<file path="config.mk">
export PLATFORM = sky130hd
export DESIGN_NAME = vcmd_spi_rx_flat
export DESIGN_NICKNAME = d
export VERILOG_FILES = /design/src/rtl/vcmd_pkg.sv /design/src/rtl/vcmd_spi_rx_if.sv /design/src/rtl/vcmd_sync.sv /design/src/rtl/vcmd_spi_rx.sv /design/src/flat_wrapper.sv
export SDC_FILE = /design/constraint.sdc
export NUM_CORES = 1
export LEC_CHECK = 0
export CAP_MARGIN = 20
export CELL_PAD_IN_SITES_DETAIL_PLACEMENT = 0
export CELL_PAD_IN_SITES_GLOBAL_PLACEMENT = 1
export CORE_ASPECT_RATIO = 1.1
export CORE_MARGIN = 1.5
export CORE_UTILIZATION = 35
export CTS_CLUSTER_DIAMETER = 40
export DETAILED_ROUTE_END_ITERATION = 10
export PLACE_DENSITY_LB_ADDON = 0.1
export SLEW_MARGIN = 20
export SYNTH_ARGS = -nofsm -noshare
export SYNTH_HDL_FRONTEND = slang
export SYNTH_SLANG_ARGS = --single-unit
</file>
<file path="constraint.sdc">
create_clock -name Clk -period 1.9 [get_ports Clk]
set_input_delay 0.475 -clock Clk [delete_from_list [all_inputs] [get_ports Clk]]
set_output_delay 0.475 -clock Clk [all_outputs]
set_load 0.01 [all_outputs]
</file>
<file path="src/rtl/vcmd_pkg.sv">
// Shared types and constants for the SPI command receiver.
// No logic, no latency, no backpressure.
package vcmd_pkg;
  localparam int BYTE_W          = 8;
  localparam int SYNC_STAGES_DEF = 2;
  localparam int CNT_W           = 3;
  localparam int STAT_ERR_BIT    = 7;
  localparam int STAT_CNT_W      = 7;

  typedef enum logic {
    IDLE  = 1'b0,
    SHIFT = 1'b1
  } state_t;
endpackage

</file>
<file path="src/rtl/vcmd_spi_rx_if.sv">
// Command-side bundle from the SPI receiver to the command decoder.
// Pulses are single-cycle, no backpressure: the decoder must accept every strobe.
interface vcmd_spi_rx_if;
  logic [7:0] CmdIn;
  logic       CmdRecv;
  logic       CmdRecvInt;
  logic       FrameErr;
  logic       Busy;

  modport master (output CmdIn, output CmdRecv, output CmdRecvInt, output FrameErr, output Busy);
  modport slave  (input  CmdIn, input  CmdRecv, input  CmdRecvInt, input  FrameErr, input  Busy);
endinterface

</file>
<file path="src/rtl/vcmd_sync.sv">
// N-flop level synchroniser with a selectable reset value.
// Latency N cycles; no backpressure.
module vcmd_sync #(
  parameter int   N       = 2,
  parameter logic RST_VAL = 1'b0
) (
  input  logic clk,
  input  logic rst_n,
  input  logic d,
  output logic q
);
  logic [N-1:0] chain_q, chain_d;

  always_comb begin
    chain_d = {chain_q[N-2:0], d};
  end

  always_ff @(posedge clk or negedge rst_n) begin
    if (!rst_n) chain_q <= {N{RST_VAL}};
    else        chain_q <= chain_d;
  end

  assign q = chain_q[N-1];
endmodule

</file>
<file path="src/rtl/vcmd_spi_rx.sv">
// SPI mode-0 slave byte receiver; CmdRecv/CmdRecvInt land SYNC_STAGES+1 Clk edges after the SCK/CS_n edge is sampled.
// No backpressure. Optional MISO status byte under `VCMD_SPI_MISO_EN.
module vcmd_spi_rx
  import vcmd_pkg::*;
#(
  parameter int SYNC_STAGES = SYNC_STAGES_DEF
) (
  input  logic          Clk,
  input  logic          RstN,
  input  logic          SpiSck,
  input  logic          SpiMosi,
  input  logic          SpiCsN,
  output logic          SpiMiso,
  vcmd_spi_rx_if.master cmd
);
  localparam int SETTLE = SYNC_STAGES + 2;
  localparam int SW     = $clog2(SETTLE + 1);

  logic sck_s, mosi_s, csn_s;

  vcmd_sync #(.N(SYNC_STAGES), .RST_VAL(1'b0)) u_sync_sck  (.clk(Clk), .rst_n(RstN), .d(SpiSck),  .q(sck_s));
  vcmd_sync #(.N(SYNC_STAGES), .RST_VAL(1'b0)) u_sync_mosi (.clk(Clk), .rst_n(RstN), .d(SpiMosi), .q(mosi_s));
  vcmd_sync #(.N(SYNC_STAGES), .RST_VAL(1'b1)) u_sync_csn  (.clk(Clk), .rst_n(RstN), .d(SpiCsN),  .q(csn_s));

  logic sck_h_q, sck_h_d, csn_h_q, csn_h_d;
  logic sck_rise_q, sck_rise_d, cs_rise_q, cs_rise_d, cs_fall_q, cs_fall_d;
  logic mosi_q, mosi_d;
  logic [SW-1:0] settle_q, settle_d;
  logic armed_q, armed_d;

  state_t              state_q, state_d;
  logic [CNT_W-1:0]    cnt_q, cnt_d, cnt_nxt;
  logic [BYTE_W-2:0]   shift_q, shift_d;
  logic [BYTE_W-1:0]   cmd_in_q, cmd_in_d;
  logic                recv_q, recv_d, recv_int_q, recv_int_d;
  logic                ferr_q, ferr_d, busy_q, busy_d;
`ifdef VCMD_SPI_MISO_EN
  logic                sck_fall_q, sck_fall_d;
  logic [STAT_CNT_W-1:0] byte_cnt_q, byte_cnt_d;
  logic [BYTE_W-1:0]   miso_sr_q, miso_sr_d;
`endif

  // Edge detect plus one register stage so the detected event lines up with mosi_q.
  always_comb begin
    sck_h_d    = sck_s;
    csn_h_d    = csn_s;
    sck_rise_d = sck_s & ~sck_h_q;
    cs_rise_d  = csn_s & ~csn_h_q;
    cs_fall_d  = ~csn_s & csn_h_q;
    mosi_d     = mosi_s;
`ifdef VCMD_SPI_MISO_EN
    sck_fall_d = ~sck_s & sck_h_q;
`endif
    // A CS_n already low at reset release must go high once before a frame can start.
    settle_d = settle_q;
    armed_d  = armed_q;
    if (settle_q != SW'(SETTLE)) settle_d = settle_q + SW'(1);
    else if (csn_h_q)            armed_d  = 1'b1;
  end

  always_comb begin
    state_d    = state_q;
    cnt_d      = cnt_q;
    cnt_nxt    = cnt_q;
    shift_d    = shift_q;
    cmd_in_d   = cmd_in_q;
    recv_d     = 1'b0;
    recv_int_d = 1'b0;
    ferr_d     = ferr_q;
    busy_d     = busy_q;
`ifdef VCMD_SPI_MISO_EN
    byte_cnt_d = byte_cnt_q;
    miso_sr_d  = miso_sr_q;
`endif
    case (state_q)
      IDLE: begin
        if (cs_fall_q && armed_q) begin
          state_d = SHIFT;
          cnt_d   = '0;
          ferr_d  = 1'b0;
          busy_d  = 1'b1;
`ifdef VCMD_SPI_MISO_EN
          miso_sr_d  = {ferr_q, byte_cnt_q};
          byte_cnt_d = '0;
`endif
        end
      end
      SHIFT: begin
        if (sck_rise_q) begin
          shift_d = {shift_q[BYTE_W-3:0], mosi_q};
          cnt_nxt = cnt_q + CNT_W'(1);
          if (cnt_q == CNT_W'(7)) begin
            cmd_in_d = {shift_q, mosi_q};
            recv_d   = 1'b1;
`ifdef VCMD_SPI_MISO_EN
            if (byte_cnt_q != {STAT_CNT_W{1'b1}}) byte_cnt_d = byte_cnt_q + STAT_CNT_W'(1);
`endif
          end
        end
`ifdef VCMD_SPI_MISO_EN
        if (sck_fall_q) miso_sr_d = {miso_sr_q[BYTE_W-2:0], 1'b0};
`endif
        cnt_d = cnt_nxt;
        // cnt_nxt already accounts for a byte completing in this same cycle.
        if (cs_rise_q) begin
          recv_int_d = 1'b1;
          busy_d     = 1'b0;
          ferr_d     = (cnt_nxt != '0);
          cnt_d      = '0;
          shift_d    = '0;
          state_d    = IDLE;
        end
      end
      default: state_d = IDLE;
    endcase
  end

  always_ff @(posedge Clk or negedge RstN) begin
    if (!RstN) begin
      sck_h_q    <= 1'b0;
      csn_h_q    <= 1'b1;
      sck_rise_q <= 1'b0;
      cs_rise_q  <= 1'b0;
      cs_fall_q  <= 1'b0;
      mosi_q     <= 1'b0;
      settle_q   <= '0;
      armed_q    <= 1'b0;
      state_q    <= IDLE;
      cnt_q      <= '0;
      shift_q    <= '0;
      cmd_in_q   <= '0;
      recv_q     <= 1'b0;
      recv_int_q <= 1'b0;
      ferr_q     <= 1'b0;
      busy_q     <= 1'b0;
`ifdef VCMD_SPI_MISO_EN
      sck_fall_q <= 1'b0;
      byte_cnt_q <= '0;
      miso_sr_q  <= '0;
`endif
    end else begin
      sck_h_q    <= sck_h_d;
      csn_h_q    <= csn_h_d;
      sck_rise_q <= sck_rise_d;
      cs_rise_q  <= cs_rise_d;
      cs_fall_q  <= cs_fall_d;
      mosi_q     <= mosi_d;
      settle_q   <= settle_d;
      armed_q    <= armed_d;
      state_q    <= state_d;
      cnt_q      <= cnt_d;
      shift_q    <= shift_d;
      cmd_in_q   <= cmd_in_d;
      recv_q     <= recv_d;
      recv_int_q <= recv_int_d;
      ferr_q     <= ferr_d;
      busy_q     <= busy_d;
`ifdef VCMD_SPI_MISO_EN
      sck_fall_q <= sck_fall_d;
      byte_cnt_q <= byte_cnt_d;
      miso_sr_q  <= miso_sr_d;
`endif
    end
  end

  assign cmd.CmdIn      = cmd_in_q;
  assign cmd.CmdRecv    = recv_q;
  assign cmd.CmdRecvInt = recv_int_q;
  assign cmd.FrameErr   = ferr_q;
  assign cmd.Busy       = busy_q;
`ifdef VCMD_SPI_MISO_EN
  assign SpiMiso = miso_sr_q[STAT_ERR_BIT];
`else
  assign SpiMiso = 1'b0;
`endif
endmodule
</file>
<file path="src/flat_wrapper.sv">
// flat-port wrapper written by rule: the top's interface ports become plain ports
module vcmd_spi_rx_flat import vcmd_pkg::*;
#(
  parameter int SYNC_STAGES = SYNC_STAGES_DEF
)
  (Clk, RstN, SpiSck, SpiMosi, SpiCsN, SpiMiso, cmd_CmdIn, cmd_CmdRecv, cmd_CmdRecvInt, cmd_FrameErr, cmd_Busy);
  vcmd_spi_rx_if cmd_i ();
  input  logic Clk;
  input  logic RstN;
  input  logic SpiSck;
  input  logic SpiMosi;
  input  logic SpiCsN;
  output logic SpiMiso;
  output wire logic [$bits(cmd_i.CmdIn)-1:0] cmd_CmdIn;
  output wire logic [$bits(cmd_i.CmdRecv)-1:0] cmd_CmdRecv;
  output wire logic [$bits(cmd_i.CmdRecvInt)-1:0] cmd_CmdRecvInt;
  output wire logic [$bits(cmd_i.FrameErr)-1:0] cmd_FrameErr;
  output wire logic [$bits(cmd_i.Busy)-1:0] cmd_Busy;
  assign cmd_CmdIn = cmd_i.CmdIn;
  assign cmd_CmdRecv = cmd_i.CmdRecv;
  assign cmd_CmdRecvInt = cmd_i.CmdRecvInt;
  assign cmd_FrameErr = cmd_i.FrameErr;
  assign cmd_Busy = cmd_i.Busy;
  vcmd_spi_rx #(.SYNC_STAGES(SYNC_STAGES)) u_core (.Clk(Clk), .RstN(RstN), .SpiSck(SpiSck), .SpiMosi(SpiMosi), .SpiCsN(SpiCsN), .SpiMiso(SpiMiso), .cmd(cmd_i));
endmodule
</file>
After elaboration in Yosys (flattened, before gate mapping)

Cells that the tools add are included.

Register bits after elaboration: 39
Logic and storage cells: 61

Bitwise operators: 8
Reduce and logical (&&, ||, !) cells: 7
Equal/unequal tests: 4
Add/sub/neg operators: 2
Muxes and demuxes: 21

Operators by type and width:

| cell                                                             | number |
|---|---|
| 7-bit 2-to-1 mux                                                 | 2 |
| 3-bit 2-to-1 mux                                                 | 4 |
| 1-bit 2-to-1 mux                                                 | 11 |
| 3-bit by 1-bit adder with 3-bit output (second input constant)   | 2 |
| 1-bit one-hot mux with 2 select lines                            | 3 |
| 3-bit one-hot mux with 2 select lines                            | 1 |
| 2-bit AND reduction                                              | 3 |
| 1-bit inverter                                                   | 5 |
| 2-bit by 1-bit != test with 1-bit output (second input constant) | 2 |
| 1-bit bitwise AND                                                | 3 |
| 3-bit equality test (second input constant)                      | 1 |
| 3-bit != test (second input constant)                            | 1 |
| 3-bit AND reduction                                              | 1 |
| 3-bit nonzero test                                               | 1 |
| 2-bit nonzero test                                               | 1 |
| 1-bit logical AND                                                | 1 |

Longest topological paths before layout

Gate-level depths: netlist of the first run.

Depth in word-level cells: 6
Gate-level depth with buffers: 5
Depth with buffers taken out: 5

By module

Synthesis of the first run repeated with hierarchy kept, for this count alone.

Cells, all modules: 112
Area, all modules: 1540.2 µm²

Modules (own cells, without submodules):

| module                              | cells each | seq. area each (µm²) | area each (µm²) | instances |
|---|---|---|---|---|
| vcmd_spi_rx                         | 106        | 827.0                | 1387.6          | 1 |
| vcmd_sync at u_core.u_sync_mosi ... | 2          | 50.0                 | 50.0            | 2 |
| vcmd_sync at u_core.u_sync_csn      | 2          | 52.6                 | 52.6            | 1 |

Worst setup path before layout of the first run

Ideal clock, no wire load.

Path type: reg-to-reg
From: reg u_core.cnt_q[0]
To: reg u_core.ferr_q, in the netlist u_core.cmd.FrameErr
Buffers on the path: 0
Setup time: 0.119 ns
Data required time: 1.781 ns
Stages on the path, launching flop included: 6
Setup slack: 0.499 ns
Arrival time: 1.282 ns
Path through: dfrtp_1 -> ha_1 -> ha_1 -> nor2_1 -> a31oi_1 -> a21bo_2

Cells in the longest elaborated chain, start to end: 6

Ends and longest elaborated chain:

| what                                      | RTL line           | source |
|---|---|---|
| from (decl)                               | vcmd_spi_rx.sv:32  | `logic [CNT_W-1:0] cnt_q, cnt_d, cnt_nxt;` |
| from (signal assigned)                    | vcmd_spi_rx.sv:151 | `cnt_q <= cnt_d;` |
| 3-bit by 1-bit adder with 3-bit output    | vcmd_spi_rx.sv:91  | `cnt_nxt = cnt_q + CNT_W'(1);` |
| 3-bit 2-to-1 mux (*)                      | vcmd_spi_rx.sv:89  | `if (sck_rise_q) begin` |
| 3-bit 2-to-1 mux (*)                      | vcmd_spi_rx.sv:75  | `case (state_q)` |
| 3-bit nonzero test (*)                    | vcmd_spi_rx.sv:108 | `ferr_d = (cnt_nxt != '0);` |
| 1-bit 2-to-1 mux (*)                      | vcmd_spi_rx.sv:105 | `if (cs_rise_q) begin` |
| 1-bit one-hot mux with 2 select lines (*) | vcmd_spi_rx.sv:75  |  |
| to (signal assigned)                      | vcmd_spi_rx.sv:156 | `ferr_q <= ferr_d;` |
| to (decl)                                 | vcmd_spi_rx.sv:36  | `logic ferr_q, ferr_d, busy_q, busy_d;` |

Every way passes the cells marked *; elsewhere a longest branch is shown, timed or not. The select of a mux whose other input is x is not followed.
A chain may end at the register's enable or synchronous reset.

Worst setup path after layout of the first run

From: reg u_core.busy_q, in the netlist u_core.cmd.Busy
To: out cmd_Busy

RTL lines:

| what                   | RTL line           | source |
|---|---|---|
| from (decl)            | vcmd_spi_rx.sv:36  |  |
| from (signal assigned) | vcmd_spi_rx.sv:157 | `busy_q <= busy_d;` |
| to (decl)              | flat_wrapper.sv:18 | `output wire logic [$bits(cmd_i.Busy)-1:0] cmd_Busy;` |

No word-level cell between the ends.

==> impl_metrics.py, run 1 <==
metrics = {
    "outcome": {
        "status": "completed",
    },
    "logic_synthesis": {
        "syn_inst": 112,
        "synth_edf_count": 0,
        "synth_nets": 121,
        "ys.warnings.count": 0,
        "ys_seq_elements": 39,
        "avgSynthCellArea_um2": 13.6,
        "synth_mux_area_share_pct": 7.89,
        "ys.flop_type": "dfrtp_1",
        "synth_top_area_share_pct": 59.2,
        "synth_top_family_by_area": "compound AO/OA/AOI/OAI gates",
        "yosys.area.top_type": "dfrtp_1",
        "synth.area.top_cells": "dfrtp_1, mux2_4, dfstp_2",
        "syn_area_um2": 1520,
        "async_reset_ff_share_pct": 100,
        "yosysUniqueCellTypes": 27,
        "seq_area_frac_synth_pct": 64.3,
        "yosys.area_share.simple_pct": 6.16,
        "synth_compound_area_share_pct": 12.1,
        "synthXorXnorAreaFrac_pct": 1.15,
        "synth_fa_ha_area_share_pct": 3.29,
    },
    "global_routing": {
        "grt_pass1_wl_mm": 4.04,
        "grt_pass1_vias": 872,
        "overflow": 0,
        "grt_use_total_pct": 11.5,
        "grt-busiest-layer": "met2",
        "grt_use_met1_pct": 14.7,
        "use_met2_pct": 17.3,
        "met3_usage_pct": 3.72,
        "antenna_found_initial": 0,
        "grt_max_degree": 40,
    },
    "floorplanning": {
        "fp.dieH_um": 72.2,
        "fp.dieArea_um2": 4760,
        "core-area_um2": 4050,
        "rows": 24,
        "io_pins": 18,
        "die_width_um": 65.9,
        "initial_core_util_pct": 37.6,
    },
    "timing": {
        "rsz0062_at_grt": "false",
        "min_period_ps": 1680,
        "finalCritPeriodShare_pct": 88.4,
        "final_max_slew_viol_count": 0,
        "finClkSkew_ps": 5.46,
        "setup_violations": 0,
        "max_freq_mhz": 596,
        "tns_ps": 0,
        "hold_viol": 0,
    },
    "place": {
        "place.gp.congestion": 0.701,
        "hpwlAfterDp_mm": 1.60,
        "port_buffers": 16,
    },
    "routing": {
        "final_antenna_net_count": 0,
        "wirelength_mm": 2.32,
        "dr.pass1.iters": 4,
        "wl_per_cell_um": 12.6,
        "drt-vias-per-instance": 4.72,
        "drc": 0,
        "drtIter0Drc": 47,
        "routed-via-count": 873,
    },
    "worst_setup_path": {
        "crit_slowest_cell": "clkdlybuf4s50_1",
        "end_kind": "primary output",
        "cp_max_fo": 3,
        "worstPathCellList": "clkdlybuf4s50_1",
        "reg2reg_depth": 3,
        "critPathMaxStageDelay_ps": 550,
        "critical_path_cell_count": 1,
        "startpoint_type": "register",
        "path_delay_family": "buffers and inverters",
        "critPathArrivalTime_ps": 1200,
        "crit_type": "register to primary output",
        "path_buf_inv": 1,
        "required_ps": 1420,
    },
    "cells_and_area": {
        "layout-drive-gt1-share_pct": 15.8,
        "nNetsFinal": 141,
        "final_util_pct": 44.8,
        "final_common_cell": "dfrtp_1",
        "antenna_cells": 0,
        "area_growth_pct": 19.1,
        "mostFrequentLayoutCells": "dfrtp_1, clkdlybuf4s50_1, inv_1, mux2_4, o22ai_1",
    },
    "worst_hold_path": {
        "min_path_type": "input pin to asynchronous set/reset pin",
    },
    "cts": {
        "cts_buffers": 5,
        "clkTransAtPathRegs_ps": 70,
        "htree_levels": 2,
        "clock_sinks": 39,
        "post-cts-setup-buffers": 0,
        "cts_tree": "done",
        "postCtsHoldBufs": 0,
        "cts.repair.resized": 0,
        "insertion_delay_ps": 280,
        "clockBufferDepth": 2,
        "ctsRootBufferMaster": "clkbuf_8",
    },
    "pwr": {
        "powerDensity_nw_per_um2": 1020,
        "p_leak_uw": 0.000849,
        "vdd_ir_drop_max_mv": 0.491,
    },
    "job": {
        "drv_cap": 0,
    },
}
through the flow:
stage | hold slack, ps | setup WS (ps) | total power [uW] | cell area, um^2 | std cells
final | 142 | 221 | 1840 | 1810 | 185
after global routing | 166 | 183 | 1960 | 1810 | 185
after CTS | 153 | 196 | 1870 | 1810 | 185
after detailed placement | 341 | 351 | 1350 | 1730 | 177
after global placement | 334 | 407 | 1340 | 1730 | 177
after floorplan | 179 | 499 | 1240 | 1520 | 112
cells by family (layout without fill, tap and decap cells):
group	count (synthesis)	in the layout
flops	39	39
compound gates	26	26
simple gates	16	16
buf+inv	16	37
mux	8	8
fa+ha+maj	4	4
xor+xnor	2	2
other cells	1	1
routing by layer:
layer | routed length, um | share of wire, % | up-vias
li1 | - | - | 424
met1 | 1110 | 48 | 421
met2 | 1050 | 45 | 21
met3 | 109 | 4.7 | 7
met4 | 57 | 2.5 | 0
met5 | 0 | 0 | -
flip-flops by register name, indices dropped and copies added, names as in the netlist, 2 cells and up:
name                        flops
u_core.cnt_q                    3
u_core.u_sync_sck.chain_q       2
u_core.u_sync_mosi.chain_q      2
u_core.shift_q                  7
u_core.u_sync_csn.chain_q       2
u_core.settle_q                 3
u_core.cmd.CmdIn                8
final cells by class:
class	count	area, um^2
Sequential cell	39	980
Inverter	12	45.0
Tap cell	52	65.1
Multi-Input combinational cell	57	469
Fill cell	380	2240
Clock buffer	8	80.1
Timing Repair Buffer	17	175
final timing paths:
check | slack (ps) | to | from
max | 220 | cmd_Busy | u_core.cmd.Busy
max reg2reg | 330 | u_core.cmd.CmdIn[6] | u_core.state_q
max in group asynchronous | 1490 | u_core.u_sync_csn.chain_q[0] | RstN
min reg2reg | 350 | u_core.mosi_q | u_core.u_sync_mosi.chain_q[1]
min | 140 | u_core.cmd.CmdIn[5] | RstN
min in group Clk | 350 | u_core.mosi_q | u_core.u_sync_mosi.chain_q[1]
synth_stat cells (2+ instances only):
library cell and n:
a21oi_1 2, a22oi_1 7, a32o_1 2, and2_1 2, buf_2 2, dfrtp_1 36, dfstp_2 3, ha_1 4
inv_1 12, mux2_4 8, nand2_1 3, nor2_1 5, nor2b_1 4, o21ai_0 2, o22ai_1 8
power breakdown:
group	leakage (uW)	internal, uW	switching, uW
Sequential	0.000492	940	117
Combinational	0.000318	150	127
Clock	0.0000395	260	249
No activity file was read; power rests on OpenSTA's default activity.
==> run 2, diff against run 1 <==
--- a/config.mk
+++ b/config.mk
@@ -18,3 +18,4 @@
 export SYNTH_ARGS = -nofsm -noshare
 export SYNTH_HDL_FRONTEND = slang
 export SYNTH_SLANG_ARGS = --single-unit
+export TNS_END_PERCENT = 30
==> results of run 2 <==
Same layout as run 1: the final DEF is identical, and so are final timing and power.
==> run 3, diff against run 2 <==
--- a/config.mk
+++ b/config.mk
@@ -10,10 +10,11 @@
 export CELL_PAD_IN_SITES_GLOBAL_PLACEMENT = 1
 export CORE_ASPECT_RATIO = 1.1
 export CORE_MARGIN = 1.5
-export CORE_UTILIZATION = 35
+export CORE_UTILIZATION = 29
 export CTS_CLUSTER_DIAMETER = 40
 export DETAILED_ROUTE_END_ITERATION = 10
 export PLACE_DENSITY_LB_ADDON = 0.1
+export SETUP_SLACK_MARGIN = 0.3
 export SLEW_MARGIN = 20
 export SYNTH_ARGS = -nofsm -noshare
 export SYNTH_HDL_FRONTEND = slang
==> run 3 against run 2 <==
- count of clock-buffer cells in the layout shrank 2
- hold slack lost 32 ps
- non-clock buffer count grew 1
- combinational power grew 3%
- sequential power is essentially flat
- critical path depth is the same
- register-to-register slack gained 80 ps
- clock skew shrank 1.5 ps
- total power grew 10%
- via count grew 0.11%
- utilization shrank 7.6 points
==> impl_metrics.py, run 3 (synthesis gave the netlist of run 1 again) <==
metrics = {
    "routing": {
        "wl_per_cell_um": 12.8,
        "drc": 0,
        "dr.pass1.iters": 4,
        "drtIter0Drc": 36,
        "routed-via-count": 874,
        "wirelength_mm": 2.45,
        "drt-vias-per-instance": 4.55,
        "final_antenna_net_count": 0,
    },
    "worst_setup_path": {
        "path_delay_family": "buffers and inverters",
        "startpoint_type": "register",
        "crit_type": "register to primary output",
        "reg2reg_depth": 3,
        "cp_max_fo": 2,
        "startpoint": "u_core.cmd.CmdIn[1]",
        "required_ps": 1420,
        "critPathMaxStageDelay_ps": 540,
        "critical_path_cell_count": 1,
        "end_kind": "primary output",
        "crit_slowest_cell": "clkdlybuf4s50_1",
        "path_buf_inv": 1,
        "critPathArrivalTime_ps": 1170,
        "worstPathCellList": "clkdlybuf4s50_1",
        "regToRegStartpoint": "u_core.sck_rise_q",
    },
    "timing": {
        "hold_viol": 0,
        "tns_ps": 0,
        "final_max_slew_viol_count": 0,
        "setup_violations": 0,
        "finalCritPeriodShare_pct": 86.3,
        "max_freq_mhz": 610,
        "finClkSkew_ps": 3.97,
        "rsz0062_at_grt": "true",
        "min_period_ps": 1640,
    },
    "pwr": {
        "total_power_uw": 2030,
        "powerDensity_nw_per_um2": 1090,
        "vdd_ir_drop_max_mv": 0.350,
        "p_leak_uw": 0.000941,
    },
    "cells_and_area": {
        "nNetsFinal": 142,
        "mostFrequentLayoutCells": "dfrtp_1, inv_1, clkdlybuf4s50_1, mux2_4, o22ai_1",
        "layout-drive-gt1-share_pct": 18.7,
        "largest_register_ffs": 8,
        "area_growth_pct": 22.8,
        "antenna_cells": 0,
        "final_common_cell": "dfrtp_1",
    },
    "floorplanning": {
        "rows": 27,
        "fp.dieH_um": 79,
        "io_pins": 18,
        "initial_core_util_pct": 30.3,
        "die_width_um": 72.1,
        "fp.dieArea_um2": 5700,
        "core-area_um2": 5030,
    },
    "global_routing": {
        "grt_pass1_vias": 880,
        "grt_use_total_pct": 10.3,
        "antenna_found_initial": 0,
        "overflow": 0,
        "grt_max_degree": 24,
        "grt_pass1_wl_mm": 4.36,
    },
    "cts": {
        "clockBufferDepth": 2,
        "cts_buffers": 5,
        "clock_sinks": 39,
        "cts_tree": "done",
        "postCtsHoldBufs": 0,
        "htree_levels": 2,
        "post-cts-setup-buffers": 0,
        "ctsRootBufferMaster": "clkbuf_8",
        "clkTransAtPathRegs_ps": 80,
        "insertion_delay_ps": 290,
    },
    "outcome": {
        "status": "completed",
    },
    "place": {
        "place.gp.congestion": 0.721,
        "hpwlAfterDp_mm": 1.67,
        "port_buffers": 16,
    },
    "job": {
        "drv_cap": 0,
    },
    "worst_hold_path": {
        "min_path_type": "input pin to asynchronous set/reset pin",
    },
}
[run 3: changes by cell type in the layout (fill, tap and decap cells not counted), sizes merged]
cell	delta
bufinv	+1
clkinv	+1
clkbuf	-2
clkdlybuf4s50	-6
buf	+1
dlymetal6s2s	+3
dlygate4sd2	+3
[run 3: worst paths after layout]
check	slack [ps]	endpoint
max reg2reg	410	u_core.cmd.CmdIn[1]
min in group Clk	350	u_core.u_sync_mosi.chain_q[1]
min reg2reg	350	u_core.u_sync_mosi.chain_q[1]
max	260	cmd_CmdIn[1]
max in group asynchronous	1250	u_core.u_sync_csn.chain_q[0]
min	110	u_core.u_sync_mosi.chain_q[1]
[run 3: timing repair]
item,CTS,global route
resized for setup,3,3
setup endpoints to repair,12,12
pin swaps,0,0
[run 3: stage by stage]
step           setup slack, ps  instance area, um^2  std cells  utilization [%]  hold slack (ps)
6_report                   260                 1870        192             37.2              110
5_1_grt                    206                 1870        192             37.2              124
4_1_cts                    230                 1860        192             37.0              113
3_5_place_dp               412                 1750        184             34.8              335
3_3_place_gp               422                 1750        184             34.8              335
2_1_floorplan              499                 1520        112                -              179
[run 3: routing by layer]
metal / GRT usage, % / vias to the layer above / wire length, um
met2: 15.0 / 16 / 1120
met3: 4.31 / 5 / 102
li1: - / 426 / -
met5: 0 / - / 0
met4: 5.66 / 0 / 56
met1: 13.0 / 427 / 1170
[run 3: power by group]
part / switching, uW / internal, uW
registers: 101 / 940
clock network: 281 / 425
logic: 136 / 150
[run 3: final cells by class]
class | instances | area, um^2
clock buffers | 6 | 82.6
clock inverters | 2 | 35.0
fillers | 480 | 3160
inverters | 12 | 45.0
multi-input cells | 57 | 469
flip-flops and latches | 39 | 980
well taps | 58 | 72.6
repair buffers | 18 | 186
